## src/rtl/field_mutil_sum.sv

```systemverilog
`default_nettype none
// ---------------------------------------------------------------------------
// field_mutil_sum: registered GF(2^4) inner product c = sum(a_i * b_i). Rev 1.0
// ---------------------------------------------------------------------------
module field_mutil_sum #(
  parameter logic [3:0] POLY = 4'b0011
) (
  input  logic       clk,
  input  logic       rst,
  input  logic       in_valid,
  input  logic [3:0] a0,
  input  logic [3:0] a1,
  input  logic [3:0] a2,
  input  logic [3:0] a3,
  input  logic [3:0] b0,
  input  logic [3:0] b1,
  input  logic [3:0] b2,
  input  logic [3:0] b3,
  output logic       out_valid,
  output logic [3:0] c
);

  // Carry-less 4x4 product, then fold bits 6..4 back in from the top down;
  // each fold clears bit k and injects POLY at position k-4.
  function automatic logic [3:0] gf_mul(input logic [3:0] x, input logic [3:0] y);
    logic [6:0] p;
    p = 7'd0;
    for (int i = 0; i < 4; i++) begin
      if (y[i]) p = p ^ ({3'b000, x} << i);
    end
    for (int k = 6; k >= 4; k--) begin
      if (p[k]) p = p ^ ((7'd1 << k) | ({3'b000, POLY} << (k - 4)));
    end
    return p[3:0];
  endfunction

  logic [3:0] w_sum;

  always_comb begin
    w_sum = gf_mul(a0, b0) ^ gf_mul(a1, b1) ^ gf_mul(a2, b2) ^ gf_mul(a3, b3);
  end

  always_ff @(posedge clk or posedge rst) begin
    if (rst) begin
      c         <= 4'h0;
      out_valid <= 1'b0;
    end else begin
      out_valid <= in_valid;
      if (in_valid) c <= w_sum;
    end
  end

endmodule
`default_nettype wire

```

## config.mk

```make
export PLATFORM = sky130hd
export DESIGN_NAME = field_mutil_sum
export DESIGN_NICKNAME = d
export VERILOG_FILES = /design/src/rtl/field_mutil_sum.sv
export SDC_FILE = /design/constraint.sdc
export NUM_CORES = 1
export LEC_CHECK = 0
export CAP_MARGIN = 5
export CORE_AREA = 2 2 66 43
export DETAILED_ROUTE_END_ITERATION = 7
export DIE_AREA = 0 0 68 45
export PLACE_DENSITY_LB_ADDON = 0.2
export SKIP_CTS_REPAIR_TIMING = 1
export SLEW_MARGIN = 40
export SYNTH_ARGS = -nofsm -noshare
export SYNTH_HDL_FRONTEND = slang
export SYNTH_SLANG_ARGS = --single-unit
```

## constraint.sdc

```tcl
create_clock -name clk -period 0.8 [get_ports clk]
set_input_delay 0.16 -clock clk [delete_from_list [all_inputs] [get_ports clk]]
set_output_delay 0.16 -clock clk [all_outputs]
set_load 0.05 [all_outputs]
```

==> impl_summary.txt <==
----------------------------------------------------
[Outcome]
  Run status ... finished with violations
  Violations in the final reports ... negative setup slack

[Logic synthesis]
  Flops & latches, synth ... 5
  Leading post-synthesis cells by instance count ... nand2_1 (63), xnor2_1 (40), xor2_1 (14)
  Syn. warnings ... 0
  Average cell area after synthesis ... ~7.2 sq um
  Cell with the most instances after synthesis ... nand2_1
  Net count after synthesis ... ~170
  Cells taking the most area after synthesis ... xnor2_1 (35%), nand2_1 (24%), dfrtp_1 (13%)
  Synth top area share ... 0.351
  Gate Count Post-Synth ... 138
  Fraction of registers with async set or reset after synthesis ... 1.00
  Count of flip-flops with a built-in enable after synthesis ... 0
  Top FF cell, synth ... dfrtp_1
  Synthesized cell area ... around 1000 sq um
  Yosys top cell by area ... xnor2_1
  Proportion of synthesized chip area in sequential cells ... 0.125
  Unique masters post-synth ... 12

[Clocking]
  Number of buffers created by CTS ... 3
  CTS tree ... yes
  Clk Latency, worst-skew pair ... 230 ps
  Total number of H-tree levels ... 1
  Clock Tree Buf Depth ... 2
  Cell at the root of the clock tree ... clkbuf_8
  CTS sink cnt ... 5
  Reg clk slew, reported paths ... roughly 40 ps

[Route]
  TritonRoute pass-1 iters ... 5
  Initial DRC count ... 73
  Routed wire per std cell ... around 14 um
  Detailed-route via count ... around 1100
  Routed wire length ... 3230 um
  Drc violations ... 0
  Count of nets left with antenna violations after detail routing ... 0
  Via count normalized by instance count ... 4.84

[Worst setup path]
  Number of logic stages on the critical path including buffering ... 8
  Element type at the critical path end ... flip-flop
  Critical Path Max Stage Delay ... roughly 380 ps
  Crit-path cells ... buf_8, buf_6, nand2_4, xor2_4, xnor2_2, xnor3_2, xnor3_1, a21oi_1
  Largest fanout on the critical path ... 3
  Reg2reg path depth ... 3
  Start-to-end type of the worst setup path ... input port to flip-flop
  Top Family by Delay on Critical Path ... XOR/XNOR gates
  Standard cell with the maximum stage delay on the critical path ... xnor3_2
  Startpoint of the lowest-slack register-to-register path ... c[2]$_DFFE_PP0P_
  Worst EP required ... ~960 ps
  Worst setup endpoint ... c[1]$_DFFE_PP0P_
  Count of buffering cells on the critical path with inverters included ... 2
  Worst setup slack for register-to-register paths ... -20 ps
  Data arrival at the endpoint of the critical path ... between 1500 and 2000 ps
  Timing startpoint of the critical path ... a2[3]
  Critical Path Start Type ... input port
  Crit Reg-Reg Endpoint ... c[2]$_DFFE_PP0P_

[Cells and area]
  Fraction of the core area covered by cells at the end of the flow ... 0.758
  Fraction of final layout cells with drive strength greater than 1 ... 0.389
  Total inserted antenna cells ... 0
  Signed area change from the synthesized netlist to the final layout ... 83.8%
  Final instance area ... between 0.0015 and 0.002 sq mm
  Count of fill cells added during filler insertion ... 170
  Number of nets in the final layout ... 229

[STA]
  Final clock period utilization by the worst path ... 1.83
  Slew at the pin closest to its max-slew limit ... roughly 320 ps
  Final hold viol count ... 0
  Slew headroom ... 0.783
  Endpoints failing setup ... 9
  Final Hold Slack ... 138 ps
  RSZ-0062 raised after global routing ... true
  Tmin final ... between 1000 and 1500 ps
  Number of max-slew violations in the final report ... 0
  Maximum clock frequency ... about 0.7 GHz
  Worst path setup slack after routing ... -666 ps
  Setup TNS ... -3290 ps
  Worst-case clock skew ... 0 ps

[Die]
  Y dimension of the die ... ~45 um
  Core area ... 0.00242 sq mm
  Number of top-level pins ... 40
  Die Wd ... between 60 and 70 um
  Total Die Area ... just over 0.003 sq mm
  Row Count ... 14
  Starting utilization of the core area ... 0.413

[Power and ir drop]
  Power density of the placed cells ... ~1900 mW/mm^2
  Static Leak ... a little over 0.9 nW
  Total power after layout ... 3.56 mW
  Worst voltage drop across the vdd grid ... roughly 0.0012 V

[Global routing]
  Overall Global Routing Usage ... 0.210
  Number of global-route vias before repair ... around 1000
  Largest net degree at the start of global routing ... 10
  GRT met2 Usage ... 0.338
  Most crowded layer after global routing ... met2
  First-pass GRT wire length ... between 4000 and 5000 um
  Met3 Resource Use GR ... 0.0249
  Grt met1 use ... 0.303
  Number of antenna violations at the first check in global routing ... 0
  Overflow left after global routing ... 0

[Placement]
  I/O Buffers ... 39
  DP Area ... 0.00159 sq mm
  Gp weighted congestion ... around 0.84
  Final HPWL from detailed placement ... 2570 um

[Run]
  Max-capacitance violation count ... 0

[Hold path]
  Type of the worst min-delay path ... input port to asynchronous set/reset pin

----------------------------------------------------
==> final cells by class <==
type | count | area, sq um | area share
sequential | 5 | 125 | 0.0683
tap | 32 | 40.0 | 0.0218
clock buffer | 4 | 45.0 | 0.0246
timing repair buffer | 52 | 553 | 0.302
inverter | 1 | 3.75 | 0.00205
multi-input combinational | 131 | 1070 | 0.582
==> worst min-delay path by stage <==
stage	slack, ps	end
after global placement	370	c[1]$_DFFE_PP0P_
after detailed placement	370	c[1]$_DFFE_PP0P_
after floorplan	-60	c[0]$_DFFE_PP0P_
after CTS	130	c[1]$_DFFE_PP0P_
final	140	c[0]$_DFFE_PP0P_
after global routing	160	c[3]$_DFFE_PP0P_
==> placed cells by master, fill, tap and decap left out, types with 2 or more instances in the layout <==
cell	n
buf_12	5
nor2_1	4
xnor2_1	31
buf_6	8
nand2_4	9
xor2_1	10
xor2_2	3
clkbuf_2	8
clkdlybuf4s50_1	2
buf_8	4
clkbuf_8	3
nand2_2	9
nand2_1	46
xnor3_1	3
dlymetal6s2s_1	11
dfrtp_1	5
xnor2_2	9
buf_4	14
a21oi_1	4
==> state kept, by name (all words and copies together), names as in the netlist <==
signal     count
c              4
out_valid      1
==> layer usage <==
layer | vias up | part of all wire
met5 | - | 0
met4 | 0 | 0.0074
met3 | 2 | 0.057
met2 | 42 | 0.48
met1 | 518 | 0.46
li1 | 528 | -
==> power by group <==
| part | switching [mW] | leakage [nW] | internal (mW) |
|---|---|---|---|
| Combinational | 1.14 | 0.848 | 1.44 |
| Clock | 0.149 | 0.0228 | 0.344 |
| Sequential | 0.125 | 0.0562 | 0.361 |
| Total | 1.41 | 0.926 | 2.15 |
==> cells by family (layout without fill, tap and decap cells) <==
kind of cell,count (synthesis),count (layout),synth area share
AO/OA/AOI/OAI,4,4,0.0201
XOR/XNOR,59,59,0.582
buffers and inverters,2,57,0.0138
flip-flops,5,5,0.125
AND/OR/NAND/NOR,68,68,0.258
==> stage by stage <==
| step | cells | setup WS (ps) |
|---|---|---|
| 5_1_grt | 225 | -723 |
| 3_3_place_gp | 216 | -1270 |
| 6_report | 225 | -666 |
| 3_5_place_dp | 216 | -1290 |
| 2_1_floorplan | 138 | -508 |
| 4_1_cts | 220 | -1070 |
(Power assumes the default switching activity.)
